==> config.mk <==
export PLATFORM = sky130hd
export DESIGN_NAME = alu_sequencer
export DESIGN_NICKNAME = d
export VERILOG_FILES = /design/src/rtl/alu_sequencer.sv
export SDC_FILE = /design/constraint.sdc
export NUM_CORES = 1
export LEC_CHECK = 0
export BUFFER_PORTS_ARGS = -buffer_cell sky130_fd_sc_hd__buf_2
export CAP_MARGIN = 10
export CORE_MARGIN = 5
export CORE_UTILIZATION = 54
export CTS_CLUSTER_DIAMETER = 60
export CTS_CLUSTER_SIZE = 10
export DETAILED_ROUTE_END_ITERATION = 6
export PLACE_DENSITY = 0.9
export SLEW_MARGIN = 25
export SYNTH_ARGS = -nofsm -noshare
export SYNTH_HDL_FRONTEND = slang
export SYNTH_SLANG_ARGS = --single-unit
==> constraint.sdc <==
create_clock -name Clk -period 3.37 [get_ports Clk]
set_input_delay 0.1685 -clock Clk [delete_from_list [all_inputs] [get_ports Clk]]
set_output_delay 0.1685 -clock Clk [all_outputs]
set_load 0.01 [all_outputs]
==> src/rtl/alu_sequencer.sv <==
// Control stage in front of the 4-bit ALU: accepts one op per valid/ready handshake,
// drives the ALU operands, sequences multiply via Init/Done with a timeout, and holds the result.
module alu_sequencer #(
    parameter int unsigned TIMEOUT = 32
) (
    input  logic       Clk,
    input  logic       Rst_n,
    input  logic       In_valid,
    output logic       In_ready,
    input  logic [3:0] In_A,
    input  logic [3:0] In_B,
    input  logic [1:0] In_Op,
    output logic [3:0] Alu_A,
    output logic [3:0] Alu_B,
    output logic [1:0] Alu_Select,
    output logic       Alu_Init,
    input  logic [7:0] Alu_Sal,
    input  logic       Alu_Cout,
    input  logic       Alu_Done,
    output logic       Out_valid,
    input  logic       Out_ready,
    output logic [7:0] Out_Res,
    output logic       Out_Cout,
    output logic       Out_Err
);

    localparam logic [1:0] ST_IDLE     = 2'd0;
    localparam logic [1:0] ST_EXEC     = 2'd1;
    localparam logic [1:0] ST_WAIT_MUL = 2'd2;
    localparam logic [1:0] ST_HOLD     = 2'd3;

    localparam logic [1:0] OP_MUL   = 2'b10;
    localparam logic [7:0] CNT_LAST = 8'(TIMEOUT - 1);

    logic [1:0] state;
    logic [7:0] counter;

    assign In_ready = (state == ST_IDLE);

    // NOTE: all state here is plain flops, so every register gets a reset value and only <= is used.
    always_ff @(posedge Clk or negedge Rst_n) begin
        if (!Rst_n) begin
            state      <= ST_IDLE;
            counter    <= 8'd0;
            Alu_A      <= 4'd0;
            Alu_B      <= 4'd0;
            Alu_Select <= 2'd0;
            Alu_Init   <= 1'b0;
            Out_valid  <= 1'b0;
            Out_Res    <= 8'd0;
            Out_Cout   <= 1'b0;
            Out_Err    <= 1'b0;
        end else begin
            case (state)
                ST_IDLE: begin
                    if (In_valid) begin
                        Alu_A      <= In_A;
                        Alu_B      <= In_B;
                        Alu_Select <= In_Op;
                        Alu_Init   <= (In_Op == OP_MUL);
                        state      <= ST_EXEC;
                    end
                end

                // Done is deliberately not looked at here: it may be left over from a prior multiply.
                ST_EXEC: begin
                    if (Alu_Select == OP_MUL) begin
                        Alu_Init <= 1'b0;
                        counter  <= 8'd0;
                        state    <= ST_WAIT_MUL;
                    end else begin
                        Out_Res   <= Alu_Sal;
                        Out_Cout  <= Alu_Cout;
                        Out_Err   <= 1'b0;
                        Out_valid <= 1'b1;
                        state     <= ST_HOLD;
                    end
                end

                // Done is tested first so that it wins over a timeout on the same edge.
                ST_WAIT_MUL: begin
                    if (Alu_Done) begin
                        Out_Res   <= Alu_Sal;
                        Out_Cout  <= Alu_Cout;
                        Out_Err   <= 1'b0;
                        Out_valid <= 1'b1;
                        state     <= ST_HOLD;
                    end else if (counter == CNT_LAST) begin
                        Out_Res   <= 8'd0;
                        Out_Cout  <= 1'b0;
                        Out_Err   <= 1'b1;
                        Out_valid <= 1'b1;
                        state     <= ST_HOLD;
                    end else begin
                        counter <= counter + 8'd1;
                    end
                end

                ST_HOLD: begin
                    if (Out_ready) begin
                        Out_valid <= 1'b0;
                        state     <= ST_IDLE;
                    end
                end

                default: state <= ST_IDLE;
            endcase
        end
    end

endmodule

==> results of run 1 <==
## registers in the layout, indices dropped and copies added (netlist names)
name and cells:
Out_Res 8, counter 8, Alu_A 4, Alu_B 4, Alu_Select 2, state 2, Alu_Init 1, Out_Cout 1
Out_Err 1, Out_valid 1
## worst max-delay path: stages, from the launching register on
cell and delay, ns:
dfrtp_1 0.44, ha_1 0.25, nand4_2 0.17, o41ai_4 0.51
o21ai_4 0.20, a22o_1 0.28
## per-layer routing
layer / global-route usage, % / up-vias / wire, µm
met2: 32.54 / 50 / 1752
met1: 21.44 / 599 / 1404
li1: - / 576 / -
met5: 0 / - / 0
met4: 7.273 / 0 / 78
met3: 6.830 / 8 / 248
## report_power, final
group	internal, W	leakage [nW]	switching (W)
clock network	0.0000819	0.0274	0.000141
logic	0.000385	0.471	0.000449
registers	0.000552	0.398	0.000114
## through the flow
stage               power [W]  hold WS (ns)  setup WS (ns)  area [µm²]
finish               0.001722       0.03539          1.412        1884
global route         0.001861      0.007524          1.319        1884
CTS                  0.001738       0.01808          1.419        1884
detailed placement   0.001498        0.2540          1.448        1813
global placement     0.001453        0.2450          1.500        1813
floorplan            0.001226       -0.1271          1.537        1563
## layout make-up
cell class / instances / share of cell area [%]
multi-input combinational: 85 / 37.85
timing repair buffer: 47 / 12.75
tap: 31 / 2.058
clock buffer: 5 / 1.992
inverter: 8 / 1.594
sequential: 32 / 42.50
clock inverter: 3 / 1.262
## cell families (layout without fill, tap and decap cells)
group	after synthesis	in the layout
AND/OR/NAND/NOR	33	33
AO/OA/AOI/OAI	32	32
flip-flops	32	32
multiplexers	14	14
buffers and inverters	12	63
adder cells (fa/ha/maj)	6	6
## cell usage in the layout (no fill, tap or decap), types with 3 or more instances in the layout
cell       n
mux2_2    10
nor3_1     5
mux2i_1    3
dfrtp_1   32
ha_1       6
a22o_1     9
nand3_1    9
nand2_1    6
o21ai_0    5
nor2b_1    4
clkbuf_4   5
inv_1      8
buf_2     46
## path summary, 6_finish.rpt
kind / start / endpoint / slack (ns) / cells after the start
setup / recovery: counter[0]$_DFFE_PN0P_ / Out_Cout$_DFFE_PN0P_ / 1.41 / 5
hold / removal: Alu_Sal[1] / Out_Res[1]$_DFFE_PN0P_ / 0.04 / 2
hold reg to reg: Out_valid$_DFFE_PN0P_ / Out_valid$_DFFE_PN0P_ / 0.50 / 1
min in group asynchronous: Rst_n / counter[5]$_DFFE_PN0P_ / 0.40 / 2
max in group asynchronous: Rst_n / Alu_B[3]$_DFFE_PN0P_ / 2.51 / 2
setup reg to reg: counter[0]$_DFFE_PN0P_ / Out_Cout$_DFFE_PN0P_ / 1.41 / 5
==> summary.md, run 1 <==
| Metric | Value |
|---|---|
| Core footprint | roughly 0.0028 mm² |
| Largest net degree at the start of global routing | 33 |
| FFs w/ async S/R, synth | 100.0% |
| Clock sink count | 32 |
| Largest family of logic cells by synthesized area | compound AO/OA/AOI/OAI gates |
| Area occupied by multi-input gates | between 700 and 800 µm² |
| CTS tree | built |
| Rel. slew slack | about 53% |
| Filler Cells Inserted | 190 |
| Post-Synth Adder-Cell Area | under 10% |
| DP HPWL | 2588 µm |
| Post-Syn Area per Cell | 12.11 µm² |
| Initial antenna violation count | 0 |
| Max cap viols | 0 |
| Worst hold-check path type | in2reg |
| Ys Warns | 0 |
| Non-filler instance count after layout | 211 |
| Syn nets | ~160 |
| Total Neg Setup Slack | 0 ns |
| Antenna cells | 0 |
| Clk_lat worst skew | between 0.3 and 0.4 ns |
| Initial core utilization | around 57% |
| IO Pins | 47 |
| Setup Crit Path Kind | reg2reg |
| Vias in the first global route | ~1.3k |
| Placed Instances | 202 |
| Worst slew pin tran | around 0.7 ns |
| Critical path endpoint category | flip-flop |
| Simple-gate share of the synthesized area | 12.49% |
| CTS Buf Count | 5 |
| Cell variety after synth | 36 |
| Fin crit share | ~58% |
| Status | finished clean |
| Cts hold-fix bufs | 1 |
| Die Area | 0.004070 mm² |
| Worst IR Drop VDD | about 0.00075 V |
| RSZ-0062 raised after global routing | no |
| Register area share after synthesis | a little over 50% |
| Routability cong. | 0.8684 |
| Port Buf Inserts | 46 |
| H-tree Lvls | 2 |
| CTS Buffer Depth | 2 |
| First DRT Iteration DRCs | 21 |
| Vias per inst | 5.844 |
| Arr. time, crit path | approximately 2.2 ns |
| Post-Syn Instances | 129 |
| Register area | between 800 and 900 µm² |
| Most frequent cell after synthesis | dfrtp_1 |
| Initial DRT Pass Iterations | 6 |
| Final core occ | between 60% and 70% |
| Most used DFF post-synth | dfrtp_1 |
| Number of flops mapped to enable cells by yosys | 0 |
| Routed WL | roughly 3500 µm |
| Fmax | just over 500 MHz |
| Post-layout min period | 1.958 ns |
| Synth Area in XOR/XNOR | 0% |
| Post-synthesis mux area share | approximately a tenth |
| Cell Area, Synth | ~0.0016 mm² |
| Synth cell count leaders | 32 x dfrtp_1, 10 x mux2_2, 9 x a22o_1, 9 x nand3_1, 8 x inv_1 |
| CTS root buf | clkbuf_4 |
| Detailed-route via count | roughly 1.2k |
| Req. time, crit path | about 3.6 ns |
| Rows | 19 |
| Final Hold Fails | 0 |
| Die width | around 64 µm |
| Synthesis-to-layout area growth | 20.58% |
| #FFs+latches synth | 32 |
| Layout Skew | roughly 0.016 ns |
| First-pass GRT wire length | slightly above 6000 µm |
| Top cells by area, synth | dfrtp_1 51%, mux2_2 7.2%, a22o_1 5.0% |
| GRT Overall Usage | roughly a fifth |
| Die Ht | approximately 64 µm |
| Post_cts resized | 0 |
| CTS clk-pin slew, worst paths | ~0.11 ns |
| GR Overflow Total | 0 |
| Final ANT Viol Nets | 0 |
| Leakage | 0.8964 nW |
| # DRC | 0 |
| Final setup fails | 0 |
| Total Nets Final | approximately 210 |
| Pwr Density | 913.8 mW/mm² |
| Wire per inst | 16.51 µm |
| Post-CTS setup buffer count | 0 |
| Worst-path fanout max | 10 |
| Synth Area in Compound Gates | between 15 and 20% |
| Layout cells sized above 1 | 40.00% |
| Post-synth top area share | 51.24% |
| Post-synth top area cell | dfrtp_1 |
| Setup crit start kind | flip-flop |
| Slew Viols, Final | 0 |
Power figures use the tool's default switching activity.
==> inputs of run 2 (changes only) <==
- CORE_UTILIZATION: 54 -> 50
- PLACE_DENSITY: 0.9 -> 0.85
- clock period: 3.37 -> 1.9 ns (I/O delays scaled with it)
==> run 2 against run 1 <==
Register-to-register slack lost 1.4 ns. Design area grew 17%. Final cell count grew 18%. Worst setup slack lost 1.4 ns. Flip-flop and latch count is the same. Critical path type unchanged. Critical endpoint is now state[1]$_DFFE_PN0P_.
==> summary.md, run 2 (synthesis results as in run 1) <==
| Metric | Value |
|---|---|
| Status | finished clean |
| Final Hold Fails | 0 |
| Fmax | around 540 MHz |
| Worst reg2reg startpoint | counter[0]$_DFFE_PN0P_ |
| Rel. slew slack | 53.14% |
| Wl on met1 | between 1500 and 2000 µm |
| Die width | roughly 66 µm |
| Routed WL | 4281 µm |
| CP Launch Point | counter[0]$_DFFE_PN0P_ |
| Non-filler instance count after layout | 250 |
| Slew Viols, Final | 0 |
| GR Overflow Total | 0 |
| Arr. time, crit path | 2.08 ns |
| Total Nets Final | 235 |
| Commonest non-fill, non-tap cell in the layout | buf_2 |
| Hold slack | around 0.012 ns |
| Initial antenna violation count | 0 |
| First-pass GRT wire length | 6624 µm |
| CTS Buffer Depth | 2 |
| Worst-path fanout max | 5 |
| Core footprint | slightly above 0.003 mm² |
| Final setup fails | 0 |
| GRT Overall Usage | approximately a fifth |
| Met2 wire length | roughly 2200 µm |
| Routability cong. | between 0.8 and 0.9 |
| Placed Instances | about 220 |
| # DRC | 0 |
| Vias in the first global route | ~1.5k |
| Largest regs | Out_Res: 8 flops, counter: 8 flops |
| Port Buf Inserts | 46 |
| Max cap viols | 0 |
| Rows | 20 |
| CTS clk-pin slew, worst paths | 0.11 ns |
| Layout Skew | between 0.01 and 0.015 ns |
| Largest net degree at the start of global routing | 33 |
| First DRT Iteration DRCs | between 50 and 60 |
| Most frequent cells in the layout | 46 x buf_2, 32 x dfrtp_1, 19 x dlygate4sd3_1, 10 x mux2_2 |
| Pwr Density | 1568 mW/mm² |
| Detailed-route via count | 1363 |
| Final ANT Viol Nets | 0 |
| Total Neg Setup Slack | 0 ns |
| Post-layout min period | approximately 1.8 ns |
| Initial core utilization | around half |
| Initial DRT Pass Iterations | 4 |
| Antenna cells | 0 |
| H-tree Lvls | 2 |
| Vias per inst | 5.452 |
| CTS tree | built |
| Slowest-stage cell, CP | o41a_4 |
| CTS root buf | clkbuf_4 |
| Worst slew pin tran | around 0.7 ns |
| Req. time, crit path | approximately 2.1 ns |
| WL met3 | roughly 250 µm |
| Clock sink count | 32 |
| IO Pins | 47 |
| DP HPWL | 2566 µm |
| Fin crit share | between 90% and 100% |
| Setup crit start kind | flip-flop |
| R2R cell count | 5 |
| CTS Buf Count | 5 |
| Worst stage delay on the critical path | 0.53 ns |
| Worst hold-check path type | in2reg |
| WHS Path Cells | 2 |
| Wire per inst | between 15 and 20 µm |
| Clk_lat worst skew | between 0.3 and 0.4 ns |
| Leakage | roughly 1.0 nW |
| Final core occ | between 70% and 80% |
| Setup Crit Path Kind | reg2reg |
| Die Area | around 0.0043 mm² |
| Uppermost layer routed | met4 |
| Synthesis-to-layout area growth | 41.31% |
| Layout cells sized above 1 | between 40% and 50% |
| Crit-path cells | ha_4 -> nand4_4 -> o41a_4 -> nor3_4 -> mux2_1 |
| HP Start | In_Op[0] |
| Die Ht | about 66 µm |
| Worst IR Drop VDD | between 0.001 and 0.0015 V |
| Critical path endpoint category | flip-flop |
[run 2: cell types whose count changed in the layout (fill, tap and decap cells not counted), moves of 2 or more]
| cell | change |
|---|---|
| buf_4 | +8 |
| clkbuf_8 | +2 |
| clkinvlp_4 | -2 |
| dlygate4sd3_1 | +18 |
[run 2: timing repair]
| action | CTS | global route |
|---|---|---|
| setup endpoints to repair | 0 | 14 |
| resized for setup | 0 | 7 |
| hold buffers | 19 | 0 |
| setup buffers | 0 | 5 |
| endpoints found under the hold margin | 50 | 0 |
[run 2: final timing paths]
| path | slack (ns) | to |
|---|---|---|
| max | 0.06 | state[1]$_DFFE_PN0P_ |
| min | 0.01 | Alu_Select[0]$_DFFE_PN0P_ |
| max reg2reg | 0.06 | state[1]$_DFFE_PN0P_ |
| min reg2reg | 0.51 | Out_valid$_DFFE_PN0P_ |
| max in group asynchronous | 1.10 | Alu_Init$_DFFE_PN0P_ |
| min in group asynchronous | 0.33 | Out_valid$_DFFE_PN0P_ |
[run 2: critical path: cells and delay by family (launching register included)]
family | cells | cell delay, ns
simple gates | 2 | 0.27
mux | 1 | 0.34
compound gates | 1 | 0.53
fa+ha+maj | 1 | 0.18
flops | 1 | 0.41
[run 2: metrics by stage]
stage	power [W]	instance area [µm²]	worst slack (ns)
after floorplan	0.002174	1563	0.06740
after global placement	0.002606	1852	0.1158
after detailed placement	0.002681	1852	0.04570
after CTS	0.003307	2137	0.02582
after global routing	0.003683	2208	-0.02163
final	0.003463	2208	0.05655
[run 2: power by group]
group | internal, W | total [W] | switching (W) | leakage, nW
registers | 0.000979 | 0.00120 | 0.000218 | 0.398
logic | 0.000800 | 0.00167 | 0.000870 | 0.589
clock network | 0.000349 | 0.000597 | 0.000248 | 0.0515
total | 0.00213 | 0.00346 | 0.00134 | 1.04
[run 2: layout make-up]
cell class	instances	area [µm²]
Clock inverter	1	30.03
Multi-Input combinational cell	85	747.0
Sequential cell	32	800.8
Clock buffer	7	65.06
Inverter	8	30.03
Fill cell	175	819.5
Timing Repair Buffer	73	480.5
Tap cell	44	55.05
[run 2: per-layer routing]
layer,up-vias,global-route usage [%]
li1,626,-
met3,12,6.803
met1,674,23.38
met5,-,0
met4,0,7.772
met2,51,33.29
==> inputs of run 3 (changes only) <==
- SETUP_SLACK_MARGIN: default -> 0.4
==> run 3 against run 2 <==
Via count up 16%. Final cell count up 6.0%. Sequential power up 3%. Die area unchanged. Largest power group unchanged. Highest routed layer unchanged.
==> summary.md, run 3 (synthesis results as in run 1) <==
| Metric | Value |
|---|---|
| Clk_lat worst skew | 0.37 ns |
| Port Buf Inserts | between 40 and 50 |
| Largest net degree at the start of global routing | 33 |
| Worst-path fanout max | 3 |
| # DRC | 0 |
| Worst hold-check path type | in2reg |
| Leakage | 1.136 nW |
| Setup crit start kind | flip-flop |
| Initial DRT Pass Iterations | 4 |
| CTS Buf Count | 5 |
| Commonest non-fill, non-tap cell in the layout | buf_2 |
| First-pass GRT wire length | ~8400 µm |
| DP HPWL | about 2800 µm |
| IO Pins | 47 |
| Total Neg Setup Slack | 0 ns |
| Initial antenna violation count | 0 |
| Routability cong. | between 0.8 and 0.9 |
| Wire per inst | 23.79 µm |
| Fmax | between 500 and 600 MHz |
| Clock sink count | 32 |
| Largest regs | Out_Res: 8 flops, counter: 8 flops |
| CTS Buffer Depth | 2 |
| CTS clk-pin slew, worst paths | roughly 0.15 ns |
| Worst IR Drop VDD | 0.001458 V |
| Die Ht | 65.91 µm |
| Worst slew pin tran | just over 0.7 ns |
| Vias in the first global route | between 1.5k and 2k |
| Final ANT Viol Nets | 0 |
| Setup Crit Path Kind | reg2reg |
| First DRT Iteration DRCs | about 170 |
| Initial core utilization | between 50% and 60% |
| Synthesis-to-layout area growth | 59.01% |
| Arr. time, crit path | around 2.1 ns |
| Die width | 65.91 µm |
| RSZ-0062 raised after global routing | yes |
| Req. time, crit path | roughly 2.1 ns |
| Detailed-route via count | 1575 |
| Status | finished clean |
| Vias per inst | 5.943 |
| Final Hold Fails | 0 |
| Slew Viols, Final | 0 |
| Post-layout min period | between 1.5 and 2 ns |
| Die Area | ~0.0043 mm² |
| Layout cells sized above 1 | a little over half |
| Design area | around 0.0025 mm² |
| CTS tree | built |
| Dpl cell area | between 0.0015 and 0.002 mm² |
| CTS root buf | clkbuf_4 |
| Pwr Density | around 1700 mW/mm² |
| Layout Skew | around 0.036 ns |
| Fin crit share | 97.67% |
| Most frequent cells in the layout | 46 x buf_2, 30 x dfrtp_1, 20 x dlygate4sd3_1, 17 x buf_4, 10 x mux2_2 |
| Hold slack | 0.06311 ns |
| Routed WL | about 6300 µm |
| Max cap viols | 0 |
| H-tree Lvls | 2 |
| Rows | 20 |
| GRT Overall Usage | a little over a quarter |
| Core footprint | 0.003028 mm² |
| Antenna cells | 0 |
| Critical path endpoint category | flip-flop |
| GR Overflow Total | 0 |
| Total Nets Final | 250 |
| Final setup fails | 0 |
| R2R Setup Slk | 0.04 ns |
| Rel. slew slack | between 50% and 60% |
## run 3: cell types whose count changed in the layout (fill, tap and decap cells not counted), moves of 3 or more
cell	previous run	this run
buf_4	8	17
buf_6	0	3
ha_1	5	2
ha_4	1	4
## run 3: what timing repair did
action / in CTS / in global routing
pin swaps: 10 / 8
buffers inserted: 14 / 5
endpoints found under the hold margin: 51 / 0
hold buffers: 20 / 0
setup endpoints to repair: 32 / 23
gates cloned: 0 / 1
gates resized for setup: 16 / 19
## run 3: path summary, 6_finish.rpt
| path | from | to | cells after the start |
|---|---|---|---|
| setup / recovery | state[0]$_DFFE_PN0P_ | counter[6]$_DFFE_PN0P_ | 8 |
| hold / removal | Out_ready | Out_valid$_DFFE_PN0P_ | 3 |
| setup reg to reg | state[0]$_DFFE_PN0P_ | counter[6]$_DFFE_PN0P_ | 8 |
| hold reg to reg | Alu_B[2]$_DFFE_PN0P_ | Alu_B[2]$_DFFE_PN0P_ | 1 |
| max in group asynchronous | Rst_n | counter[2]$_DFFE_PN0P_ | 2 |
| min in group asynchronous | Rst_n | Out_Cout$_DFFE_PN0P_ | 2 |
## run 3: routing by layer
metal	wire length (µm)	track usage (%)	vias to the layer above
li1	-	-	662
met2	3238	45.06	109
met5	0	0	-
met1	2273	29.48	772
met3	544	8.844	32
met4	248	10.88	0
## run 3: cell type report
cell class	instances	area [µm²]
Multi-Input combinational cell	86	904.6
Sequential cell	32	803.3
Timing Repair Buffer	87	611.8
Fill cell	143	543.0
Tap cell	44	55.05
Clock inverter	3	42.54
Clock buffer	5	37.54
Inverter	8	30.03
## run 3: per-stage QoR
stage               utilization, %  setup WS (ns)  std cells  power (W)
CTS                          77.19         0.1925        259   0.003595
detailed placement           61.94        0.07106        217   0.002768
floorplan                        -         0.1155        129   0.002232
global placement             61.94         0.1378        217   0.002661
finish                       82.07        0.04431        265   0.004213
global route                 82.07        0.01530        265   0.004378
## run 3: power by group
part / switching, W / leakage [nW] / internal (W)
logic: 0.00127 / 0.699 / 0.00114
clock network: 0.000294 / 0.0412 / 0.000274
registers: 0.000255 / 0.395 / 0.000982
total: 0.00182 / 1.14 / 0.00239
## run 3: critical path: stages, from the launching register on
cell and delay (ns):
dfrtp_1 0.44, inv_2 0.09, ha_4 0.13, and2b_2 0.22, o41ai_4 0.11, buf_4 0.18
buf_6 0.12, a221oi_2 0.29, o22ai_1 0.12
